File: src/rtl/reg_arb_pkg.sv
// Shared types and default constants for the register write arbiter.
package reg_arb_pkg;

  localparam int unsigned DEF_NREQ  = 2;
  localparam int unsigned DEF_NREGS = 4;
  localparam int unsigned DEF_WIDTH = 16;
  localparam int unsigned MAX_NREQ  = 8;

  typedef enum logic {
    IDLE,
    WRITE
  } state_t;

  // Wide enough for the largest supported requester count, so one type serves every instance.
  typedef logic [$clog2(MAX_NREQ)-1:0] idx_t;

endpackage

File: src/rtl/reg_write_arbiter_if.sv
// Requester/register-bank side signals of the write arbiter.
interface reg_write_arbiter_if
  import reg_arb_pkg::*;
#(
  parameter int unsigned NREQ  = DEF_NREQ,
  parameter int unsigned NREGS = DEF_NREGS,
  parameter int unsigned WIDTH = DEF_WIDTH
);
  localparam int unsigned AW = $clog2(NREGS);

  logic [NREQ-1:0]       req;
  logic [NREQ*AW-1:0]    addr;
  logic [NREQ*WIDTH-1:0] wdata;
  logic [NREQ-1:0]       ack;
  logic [NREGS-1:0]      reg_load;
  logic [WIDTH-1:0]      reg_in;
  logic                  busy;

  modport master (
    output req, addr, wdata,
    input  ack, reg_load, reg_in, busy
  );

  modport slave (
    input  req, addr, wdata,
    output ack, reg_load, reg_in, busy
  );

endinterface

File: src/rtl/reg_write_arbiter_rr_pick.sv
// Combinational round-robin select: first requester after ptr (mod NREQ) wins.
module rr_pick
  import reg_arb_pkg::*;
#(
  parameter int unsigned NREQ = DEF_NREQ
) (
  input  logic [NREQ-1:0] req,
  input  idx_t            ptr,
  output logic            valid,
  output idx_t            idx
);

  int unsigned cand;

  always_comb begin
    valid = 1'b0;
    idx   = '0;
    cand  = 0;
    for (int unsigned k = 1; k <= NREQ; k++) begin
      cand = (32'(ptr) + k) % NREQ;
      for (int unsigned i = 0; i < NREQ; i++) begin
        if (!valid && (i == cand) && req[i]) begin
          valid = 1'b1;
          idx   = idx_t'(i);
        end
      end
    end
  end

endmodule

File: src/rtl/reg_write_arbiter.sv
// Round-robin arbiter sharing the write port of a register bank between NREQ requesters.
module reg_write_arbiter
  import reg_arb_pkg::*;
#(
  parameter int unsigned NREQ  = DEF_NREQ,
  parameter int unsigned NREGS = DEF_NREGS,
  parameter int unsigned WIDTH = DEF_WIDTH
) (
  input logic               clk,
  input logic               rst,
  reg_write_arbiter_if.slave bus
);

  localparam int unsigned AW = $clog2(NREGS);

  state_t           state, state_nxt;
  idx_t             ptr, win, pick_idx;
  logic             pick_valid;
  logic [AW-1:0]    laddr, sel_addr;
  logic [WIDTH-1:0] ldata, sel_data;

  rr_pick #(.NREQ(NREQ)) u_pick (
    .req   (bus.req),
    .ptr   (ptr),
    .valid (pick_valid),
    .idx   (pick_idx)
  );

  always_comb begin
    sel_addr = '0;
    sel_data = '0;
    for (int unsigned i = 0; i < NREQ; i++) begin
      if (pick_idx == idx_t'(i)) begin
        sel_addr = bus.addr[i*AW +: AW];
        sel_data = bus.wdata[i*WIDTH +: WIDTH];
      end
    end
  end

  always_ff @(posedge clk) begin
    if (rst) begin
      state <= IDLE;
      ptr   <= idx_t'(NREQ - 1);
      win   <= '0;
      laddr <= '0;
      ldata <= '0;
    end else begin
      state <= state_nxt;
      if (state == IDLE && pick_valid) begin
        win   <= pick_idx;
        ptr   <= pick_idx;
        laddr <= sel_addr;
        ldata <= sel_data;
      end
    end
  end

  // Outputs depend only on state and latched values, so live addr changes never reach reg_load.
  always_comb begin
    state_nxt    = state;
    bus.ack      = '0;
    bus.reg_load = '0;
    bus.reg_in   = '0;
    bus.busy     = 1'b0;
    case (state)
      IDLE: begin
        if (pick_valid) state_nxt = WRITE;
      end
      WRITE: begin
        state_nxt           = IDLE;
        bus.reg_load[laddr] = 1'b1;
        bus.reg_in          = ldata;
        bus.busy            = 1'b1;
        for (int unsigned i = 0; i < NREQ; i++) begin
          bus.ack[i] = (win == idx_t'(i));
        end
      end
      default: state_nxt = IDLE;
    endcase
  end

endmodule

File: src/flat_wrapper.sv
// flat-port wrapper written by rule: the top's interface ports become plain ports
module reg_write_arbiter_flat import reg_arb_pkg::*;
#(
  parameter int unsigned NREQ  = DEF_NREQ,
  parameter int unsigned NREGS = DEF_NREGS,
  parameter int unsigned WIDTH = DEF_WIDTH
)
  (clk, rst, bus_req, bus_addr, bus_wdata, bus_ack, bus_reg_load, bus_reg_in, bus_busy);
  reg_write_arbiter_if #(.NREQ(NREQ), .NREGS(NREGS), .WIDTH(WIDTH)) bus_i ();
  input logic clk;
  input logic rst;
  input wire logic [$bits(bus_i.req)-1:0] bus_req;
  input wire logic [$bits(bus_i.addr)-1:0] bus_addr;
  input wire logic [$bits(bus_i.wdata)-1:0] bus_wdata;
  output wire logic [$bits(bus_i.ack)-1:0] bus_ack;
  output wire logic [$bits(bus_i.reg_load)-1:0] bus_reg_load;
  output wire logic [$bits(bus_i.reg_in)-1:0] bus_reg_in;
  output wire logic [$bits(bus_i.busy)-1:0] bus_busy;
  assign bus_i.req = bus_req;
  assign bus_i.addr = bus_addr;
  assign bus_i.wdata = bus_wdata;
  assign bus_ack = bus_i.ack;
  assign bus_reg_load = bus_i.reg_load;
  assign bus_reg_in = bus_i.reg_in;
  assign bus_busy = bus_i.busy;
  reg_write_arbiter #(.NREQ(NREQ), .NREGS(NREGS), .WIDTH(WIDTH)) u_core (.clk(clk), .rst(rst), .bus(bus_i));
endmodule
File: config.mk
export PLATFORM = sky130hd
export DESIGN_NAME = reg_write_arbiter_flat
export DESIGN_NICKNAME = d
export VERILOG_FILES = /design/src/rtl/reg_arb_pkg.sv /design/src/rtl/reg_write_arbiter_if.sv /design/src/rtl/reg_write_arbiter_rr_pick.sv /design/src/rtl/reg_write_arbiter.sv /design/src/flat_wrapper.sv
export SDC_FILE = /design/constraint.sdc
export NUM_CORES = 1
export LEC_CHECK = 0
export ABC_CLOCK_PERIOD_IN_PS = 1400
export CAP_MARGIN = 20
export CORE_ASPECT_RATIO = 2
export CORE_MARGIN = 1
export CORE_UTILIZATION = 38
export DETAILED_ROUTE_END_ITERATION = 6
export GPL_TIMING_DRIVEN = 0
export PLACE_DENSITY = 0.79
export SLEW_MARGIN = 20
export SYNTH_ARGS = -nofsm -noshare
export SYNTH_HDL_FRONTEND = slang
export SYNTH_SLANG_ARGS = --single-unit
File: constraint.sdc
create_clock -name clk -period 1.4 [get_ports clk]
set_input_delay 0.28 -clock clk [delete_from_list [all_inputs] [get_ports clk]]
set_output_delay 0.28 -clock clk [all_outputs]
set_load 0.02 [all_outputs]
==> impl_metrics.csv, run 1 <==
group,metric,value,unit
logic_synthesis,synth_cell_types,22,
route,drtIter0Drc,11,
global_route,grt_util_met1,25.31,%
cells_and_area,finalCoreUtilization,66.31,%
global_route,use_met3,3.621,%
logic_synthesis,syn-cell-area,1140,um2
critical_path,cp_slowest_cell,"dfxtp_4",
critical_path,critPathMaxFanout,7,
clocking,cts.clk_slew.worst_paths,0.08,ns
pwr,ir_drop,0.7152,mV
logic_synthesis,ys_ff_latch,21,
global_route,track_usage,23.76,%
cells_and_area,diodes,0,
critical_path,max_stage_delay,0.41,ns
min_path,hp-class,"input port to flop",
timing,skew,0.002139,ns
timing,setup-violations-final,0,
timing,final.period_utilization,99.18,%
global_route,top_usage_layer,"met2",
route,dr_total_vias,1239,
clocking,clockBufferDepth,2,
cells_and_area,finalInstanceArea,1859,um2
timing,max_slew_margin,65.02,%
cells_and_area,final_cells,236,
timing,tightest_slew,0.5248,ns
global_route,antenna_found_initial,0,
placement,gp_congestion,0.7270,
clocking,clock_latency,0.26,ns
placement,dp.cells,228,
route,antenna_left,0,
cells_and_area,fin_nets,248,
critical_path,crit_family,"flip-flops",
logic_synthesis,syn_nets,177,
placement,dpl_cell_area,1802,um2
pwr,powerDensity,874.7,nW/um2
logic_synthesis,ys_seq_area_share,36.88,%
flow_run,max_cap_viol_count,0,
logic_synthesis,synth-warning-count,0,
floorplan,io-pin-count,63,
clocking,cts-root-buf,"clkbuf_8",
timing,holdWs,0.5038,ns
timing,drv_slew,0,
floorplan,dieArea,3236,um2
placement,hpwl,2.529,mm
clocking,cts_inserted_buffers,3,
floorplan,die_w,40.73,um
route,routed_via_density,5.250,
route,firstDrtPassIters,4,
critical_path,path_class,"flop to output port",
global_route,grt_pass1_wl,5.306,mm
critical_path,crit_buf_inv,2,
status,outcome,"finished clean",
critical_path,worstPathRequired,1.12,ns
route,routed_wl,3.462,mm
floorplan,die_y,79.46,um
placement,io_buffers,62,
timing,finalHoldViolCount,0,
critical_path,cp-start-kind,"flop",
pwr,leakagePower,0.8241,nW
global_route,grt_max_degree,19,
clocking,cts_tree,"yes",
floorplan,core-area,2804,um2
global_route,met2_usage,42.06,%
placement,post-place-ws,-0.5007,ns
critical_path,cp.arrival,1.11,ns
timing,tns,0,ns
global_route,grt_pass1_vias,1233,
cells_and_area,areaGrowthSynthToFinish,63.12,%
clocking,ctsHtreeMaxLevel,1,
timing,rsz0062_at_grt,"true",
floorplan,row_count,27,
timing,post-route-min-period,1.388,ns
logic_synthesis,synth_cells,137,
global_route,grt_overflow_total,0,
critical_path,cp-end-kind,"output port",
cells_and_area,n_fill_cell,255,
floorplan,start_util,40.65,%
clocking,clock_sinks,21,
critical_path,cp_cell_sequence,"clkbuf_8, and2_1, buf_6",
pwr,finalPower,1.626,mW
timing,setup_ws,0.01154,ns
logic_synthesis,synth.avg_cell_area,8.320,um2
route,wl_per_cell,14.67,um
timing,fmax,0.7202,GHz
cells_and_area,drive_gt1_share,28.02,%
route,route.detailed.drc,0,
==> state kept, by name (all words and copies together) (netlist names) <==
name and count:
u_core.laddr 2, u_core.ldata 16, u_core.ptr 1, u_core.state 1, u_core.win 1
==> cells in the final DEF, fill, tap and decap left out, types with 2 or more instances in the layout <==
cell type         n
buf_6             7
dfxtp_2           2
clkbuf_8          4
buf_4            15
buf_8             3
a211oi_1          7
a21oi_1          17
clkbuf_1          2
dfxtp_1          18
nand2_1          19
a211oi_2         11
dlygate4sd2_1     3
nor2_1           22
clkdlybuf4s50_1  37
buf_2             7
clkbuf_2          3
and2_1           17
==> Yosys cell counts <==
library cell  instances  area share [%]
a211oi_1              8             5.3
a211oi_2             10              11
a21bo_1               1            0.88
a21boi_4              1             1.6
a21oi_1              17             7.5
a21oi_2               1            0.77
a221o_2               1            0.99
a2bb2oi_1             1            0.77
and2_1               17             9.3
and3_1                1            0.55
and3b_1               1            0.77
buf_4                 4             2.6
buf_6                 3             3.0
clkbuf_1              4             1.3
dfxtp_1              21              37
nand2_1              19             6.3
nand2b_1              1            0.55
nor2_1               22             7.2
nor2b_1               1            0.55
nor3b_1               1            0.66
o21ba_2               1            0.88
o21bai_1              1            0.66
==> power breakdown <==
group	leakage, nW	switching, mW	total (mW)	internal [mW]
combinational	0.626	0.244	0.522	0.278
clock	0.0228	0.203	0.406	0.203
sequential	0.176	0.0398	0.698	0.658
==> cell families (layout without fill, tap and decap cells) <==
logic type	Yosys count	count (layout)	synth area share (%)
compound gates	42	42	30.30
buf+inv	11	81	6.915
flops	21	21	36.88
simple gates	63	63	25.91
==> metal layers <==
| layer | vias to the layer above | wire length [um] |
|---|---|---|
| met4 | 0 | 67 |
| li1 | 608 | - |
| met2 | 46 | 1978 |
| met5 | - | 0 |
| met1 | 580 | 1275 |
| met3 | 5 | 140 |
==> worst paths after layout <==
| check | startpoint | slack, ns | cells past startpoint | to |
|---|---|---|---|---|
| max | u_core.state | 0.01 | 3 | bus_reg_in[4] |
| max reg2reg | u_core.state | 0.09 | 5 | u_core.laddr[0] |
| min | bus_req[1] | 0.50 | 2 | u_core.ptr[0] |
| min reg2reg | u_core.ldata[9] | 0.50 | 2 | u_core.ldata[9] |
==> repair_timing <==
action	CTS	global route
hold buffers	0	0
hold endpoints to repair	0	0
endpoints found under the setup margin	34	32
gates resized for setup	103	26
gates cloned	2	0
setup buffers	3	0
==> final cells by class <==
class	instances	area (um2)	area share (%)
Sequential cell	21	426.7	22.95
Multi-Input combinational cell	105	650.6	34.99
Timing Repair Buffer	67	603.1	32.44
Clock buffer	4	45.04	2.423
Buffer	10	97.59	5.249
Tap cell	29	36.28	1.952
(Power assumes the default switching activity.)
==> inputs of run 2 (changes only) <==
--- a/config.mk
+++ b/config.mk
@@ -7,12 +7,16 @@
 export LEC_CHECK = 0
 export ABC_CLOCK_PERIOD_IN_PS = 1400
 export CAP_MARGIN = 20
+export CELL_PAD_IN_SITES_DETAIL_PLACEMENT = 1
+export CELL_PAD_IN_SITES_GLOBAL_PLACEMENT = 1
 export CORE_ASPECT_RATIO = 2
 export CORE_MARGIN = 1
-export CORE_UTILIZATION = 38
+export CORE_UTILIZATION = 26
+export CTS_CLUSTER_DIAMETER = 120
 export DETAILED_ROUTE_END_ITERATION = 6
+export GPL_ROUTABILITY_DRIVEN = 0
 export GPL_TIMING_DRIVEN = 0
-export PLACE_DENSITY = 0.79
+export PLACE_DENSITY_LB_ADDON = 0.1
 export SLEW_MARGIN = 20
 export SYNTH_ARGS = -nofsm -noshare
 export SYNTH_HDL_FRONTEND = slang
==> impl_metrics.csv, run 2 (synthesis gave the netlist of run 1 again) <==
group,metric,value,unit
cells_and_area,final_common_cell,"clkdlybuf4s50_1",
clocking,cts-root-buf,"clkbuf_8",
critical_path,max_stage_delay,0.43,ns
placement,dp.cells,251,
timing,post-route-min-period,1.416,ns
timing,tns,-0.02530,ns
route,dr_total_vias,1252,
critical_path,path_class,"flop to output port",
global_route,top_usage_layer,"met2",
timing,setup_ws,-0.01603,ns
placement,io_buffers,62,
critical_path,crit_buf_inv,2,
pwr,powerDensity,844.3,nW/um2
floorplan,io-pin-count,63,
critical_path,crit_family,"flip-flops",
placement,hpwl,3.016,mm
global_route,use_met3,2.073,%
cells_and_area,diodes,0,
timing,fmax,0.7062,GHz
cells_and_area,finalCoreUtilization,48.48,%
cells_and_area,regArea,426.7,um2
timing,skew,0.007690,ns
timing,setup-violations-final,5,
pwr,finalPower,1.690,mW
cells_and_area,final_cell_mix,"37 x clkdlybuf4s50_1, 21 x nor2_1, 18 x nand2_1, 18 x dfxtp_1, 17 x a21oi_1",
clocking,clock_latency,0.27,ns
pwr,leakagePower,0.8618,nW
floorplan,die_y,95.64,um
clocking,cts_inserted_buffers,3,
global_route,grt_pass1_wl,6.465,mm
clocking,ctsHtreeMaxLevel,1,
cells_and_area,areaGrowthSynthToFinish,75.63,%
global_route,grt_util_met1,17.73,%
route,routed_via_density,4.815,
route,firstDrtPassIters,4,
route,wl_per_cell,15.50,um
critical_path,cp-end-kind,"output port",
cells_and_area,fin_nets,249,
clocking,cts.clk_slew.worst_paths,0.09,ns
route,antenna_left,0,
cells_and_area,reg.largest.list,"u_core.ldata (16), u_core.laddr (2)",
global_route,grt_overflow_total,0,
timing,final.period_utilization,101.1,%
route,drtIter0Drc,11,
floorplan,die_w,48.82,um
critical_path,cp-start-kind,"flop",
placement,dpl_cell_area,1831,um2
global_route,grt_max_degree,19,
timing,tightest_slew,0.6846,ns
timing,max_slew_margin,54.36,%
global_route,track_usage,18.14,%
global_route,grt_pass1_vias,1355,
pwr,ir_drop,0.5402,mV
clocking,clockBufferDepth,2,
cells_and_area,final_cells,260,
route,routed_wl,4.030,mm
cells_and_area,largest_register,"u_core.ldata",
timing,rsz0062_at_grt,"true",
global_route,antenna_found_initial,0,
clocking,cts_tree,"yes",
route,route.detailed.drc,0,
timing,drv_slew,0,
floorplan,row_count,33,
min_path,hp-class,"flop to flop",
floorplan,start_util,27.61,%
floorplan,core-area,4129,um2
status,outcome,"complete, but fails checks",
flow_run,max_cap_viol_count,0,
cells_and_area,n_fill_cell,490,
clocking,clock_sinks,21,
timing,finalHoldViolCount,0,
floorplan,dieArea,4669,um2
critical_path,worstPathRequired,1.12,ns
clocking,cts_hold_buf,0,
cells_and_area,finalInstanceArea,2002,um2
global_route,met2_usage,37.50,%
status,violations,"negative setup slack",
critical_path,cp.arrival,1.14,ns
critical_path,critPathMaxFanout,8,
critical_path,cp_cell_sequence,"buf_8, nor3b_4, buf_6",
cells_and_area,largest_reg_flops,16,
cells_and_area,drive_gt1_share,35.10,%
critical_path,cp_slowest_cell,"dfxtp_4",
cells_and_area,multiInputGateArea,701.9,um2
-- run 2: final cells by class --
cell class	instances	share of cell area [%]
flip-flops and latches	21	21.31
clock buffers	3	2.063
plain buffers	10	4.812
well taps	52	3.250
repair buffers	68	33.25
multi-input cells	105	35.06
clock inverters	1	0.2500
-- run 2: final timing paths --
kind                         start                to  slack (ns)  cells after the start
hold / removal    u_core.ldata[15]  u_core.ldata[15]        0.50                      2
hold reg to reg   u_core.ldata[15]  u_core.ldata[15]        0.50                      2
setup / recovery      u_core.state   bus_reg_load[0]       -0.02                      3
setup reg to reg      u_core.state   u_core.ldata[8]        0.10                      5
-- run 2: routing by layer --
metal | vias up | wire length, um
li1 | 612 | -
met1 | 595 | 1486
met2 | 41 | 2358
met3 | 4 | 133
met4 | 0 | 52
met5 | - | 0
-- run 2: what timing repair did --
action	in CTS	in global routing
endpoints found under the hold margin	0	0
pin swaps	0	2
gates cloned	2	0
setup endpoints to repair	34	28
resized for setup	122	40
buffers inserted	4	0
-- run 2: worst min-delay path, delay by kind of cell, from the launching register on --
kind / cells / cell delay, ns
AOI/OAI and AO/OA: 1 / 0.05
and+or+nand+nor: 1 / 0.09
DFF: 1 / 0.31
-- run 2: power breakdown --
group / internal [mW] / total (mW) / switching, mW
Sequential: 0.658 / 0.707 / 0.0489
Clock: 0.199 / 0.418 / 0.219
Combinational: 0.310 / 0.565 / 0.256
Total: 1.17 / 1.69 / 0.524
-- run 2: metrics by stage --
step                worst slack, ns  hold slack, ns
detailed placement          -0.5843          0.4939
global route               -0.05786          0.5268
finish                     -0.01603          0.5012
CTS                        -0.03193          0.4898
global placement            -0.5478          0.4851
floorplan                  0.006133          0.3843
==> inputs of run 3 (changes only) <==
--- a/config.mk
+++ b/config.mk
@@ -17,6 +17,7 @@
 export GPL_ROUTABILITY_DRIVEN = 0
 export GPL_TIMING_DRIVEN = 0
 export PLACE_DENSITY_LB_ADDON = 0.1
+export SETUP_SLACK_MARGIN = 0.3
 export SLEW_MARGIN = 20
 export SYNTH_ARGS = -nofsm -noshare
 export SYNTH_HDL_FRONTEND = slang
==> impl_metrics.csv, run 3 (synthesis gave the netlist of run 1 again) <==
group,metric,value,unit
timing,rsz0062_at_grt,"true",
critical_path,cp-end-kind,"output port",
floorplan,die_y,95.64,um
cells_and_area,drive_gt1_share,52.73,%
clocking,cts_tree,"yes",
min_path,holdPathEnd,"u_core.ptr[0]",
placement,io_buffers,62,
clocking,clock_sinks,21,
placement,hpwl,2.999,mm
route,firstDrtPassIters,4,
route,routed_via_density,4.879,
cells_and_area,largest_register,"u_core.ldata",
clocking,cts_hold_buf,0,
critical_path,critPathMaxFanout,6,
timing,fmax,0.6829,GHz
clocking,cts_inserted_buffers,3,
timing,setup-violations-final,11,
min_path,min_from,"bus_req[0]",
timing,max_slew_margin,76.61,%
global_route,track_usage,19.15,%
route,route.detailed.drc,0,
route,routed_wl,5.105,mm
cells_and_area,fin_nets,261,
floorplan,core-area,4129,um2
critical_path,max_stage_delay,0.41,ns
critical_path,cp.arrival,1.18,ns
critical_path,r2r-end,"u_core.laddr[0]",
global_route,grt_pass1_vias,1335,
flow_run,max_cap_viol_count,0,
cells_and_area,largest_reg_flops,16,
floorplan,die_w,48.82,um
cells_and_area,diodes,0,
clocking,clockBufferDepth,2,
critical_path,crit_family,"flip-flops",
status,outcome,"complete, but fails checks",
cells_and_area,reg.largest.list,"u_core.ldata (16), u_core.laddr (2)",
global_route,grt_pass1_wl,6.706,mm
global_route,grt_max_degree,13,
cells_and_area,final_common_cell,"clkdlybuf4s50_1",
pwr,leakagePower,0.9752,nW
pwr,finalPower,1.898,mW
clocking,cts.clk_slew.worst_paths,0.08,ns
clocking,ctsHtreeMaxLevel,1,
floorplan,dieArea,4669,um2
critical_path,cp_cell_sequence,"clkbuf_4, and2_1, buf_2",
timing,finalHoldViolCount,0,
cells_and_area,final_cell_mix,"37 x clkdlybuf4s50_1, 26 x buf_6, 18 x nand2_1, 17 x a211oi_2, 17 x dfxtp_1",
timing,skew,0.006293,ns
min_path,hp-class,"input port to flop",
route,dr_total_vias,1327,
critical_path,cp-start-kind,"flop",
critical_path,r2r-start,"u_core.state",
pwr,ir_drop,0.6552,mV
pwr,powerDensity,804.1,nW/um2
timing,final.period_utilization,104.6,%
timing,tightest_slew,0.3508,ns
route,antenna_left,0,
cells_and_area,areaGrowthSynthToFinish,107.1,%
placement,post-place-ws,-0.4452,ns
global_route,grt_overflow_total,0,
status,violations,"negative setup slack",
critical_path,reg2reg_depth,7,
critical_path,worstPathRequired,1.12,ns
min_path,worstHoldPathCells,3,
route,drtIter0Drc,36,
timing,setup_ws,-0.06438,ns
timing,drv_slew,0,
clocking,cts-root-buf,"clkbuf_8",
timing,post-route-min-period,1.464,ns
critical_path,path_class,"flop to output port",
floorplan,row_count,33,
critical_path,regToRegSetupSlack,-0.04,ns
floorplan,io-pin-count,63,
global_route,antenna_found_initial,0,
floorplan,start_util,27.61,%
critical_path,crit_buf_inv,2,
route,wl_per_cell,18.77,um
clocking,clock_latency,0.26,ns
critical_path,cp_slowest_cell,"dfxtp_4",
run 3: cell types whose count changed in the layout (fill, tap and decap cells not counted), sizes merged:
cell	change
clkbuf	+6
buf	+7
dlygate4sd2	-1
run 3: power breakdown:
group          internal [mW]  total [mW]  switching [mW]
Clock                  0.199       0.410           0.212
Combinational          0.421       0.766           0.346
Sequential             0.659       0.722          0.0630
Total                   1.28        1.90           0.620
run 3: worst reg2reg max path: stages (launching register included):
cell and delay, ns:
dfxtp_4 0.38, buf_6 0.13, buf_6 0.11, o21ba_4 0.25, buf_8 0.13, clkbuf_16 0.16, nor2_1 0.06, a211oi_2 0.14
run 3: worst max-delay path by stage:
stage / start / endpoint / slack [ns] / cells past startpoint
final: u_core.state / bus_reg_in[8] / -0.06 / 3
after global routing: u_core.state / bus_reg_load[0] / -0.09 / 3
after CTS: u_core.state / bus_reg_in[14] / -0.04 / 3
after detailed placement: bus_req[1] / u_core.ldata[6] / -0.45 / 5
after global placement: bus_req[1] / u_core.ldata[2] / -0.40 / 5
after floorplan: u_core.state / bus_reg_load[0] / 0.29 / 2
run 3: repair_timing:
| item | in CTS | in global routing |
|---|---|---|
| cloned | 2 | 4 |
| gates resized for setup | 140 | 75 |
| hold endpoints to repair | 0 | 0 |
| pin swaps | 1 | 19 |
| endpoints found under the setup margin | 44 | 44 |
| setup buffers | 3 | 8 |
run 3: stage by stage:
stage / TNS, ns / std cells / hold WS [ns] / utilization [%] / instance area, um2
3_3_place_gp: -10.68 / 251 / 0.4831 / 45.33 / 1872
4_1_cts: -0.2758 / 260 / 0.5099 / 48.45 / 2001
2_1_floorplan: 0 / 137 / 0.3843 / - / 1186
6_report: -0.2430 / 272 / 0.4560 / 57.18 / 2361
3_5_place_dp: -11.89 / 251 / 0.4963 / 45.33 / 1872
5_1_grt: -1.099 / 272 / 0.4587 / 57.18 / 2361
run 3: area by class of cell:
cell class,instances,area [um2]
plain buffers,11,132.6
fillers,451,1768
multi-input cells,105,882.1
repair buffers,79,807.0
flip-flops and latches,21,427.9
clock buffers,3,41.29
clock inverters,1,5.005
well taps,52,65.06
run 3: per-layer routing:
metal	wire length, um	GRT usage, %
met1	1716	17.20
met2	3142	41.32
met3	173	3.030
met4	72	5.882
met5	0	0
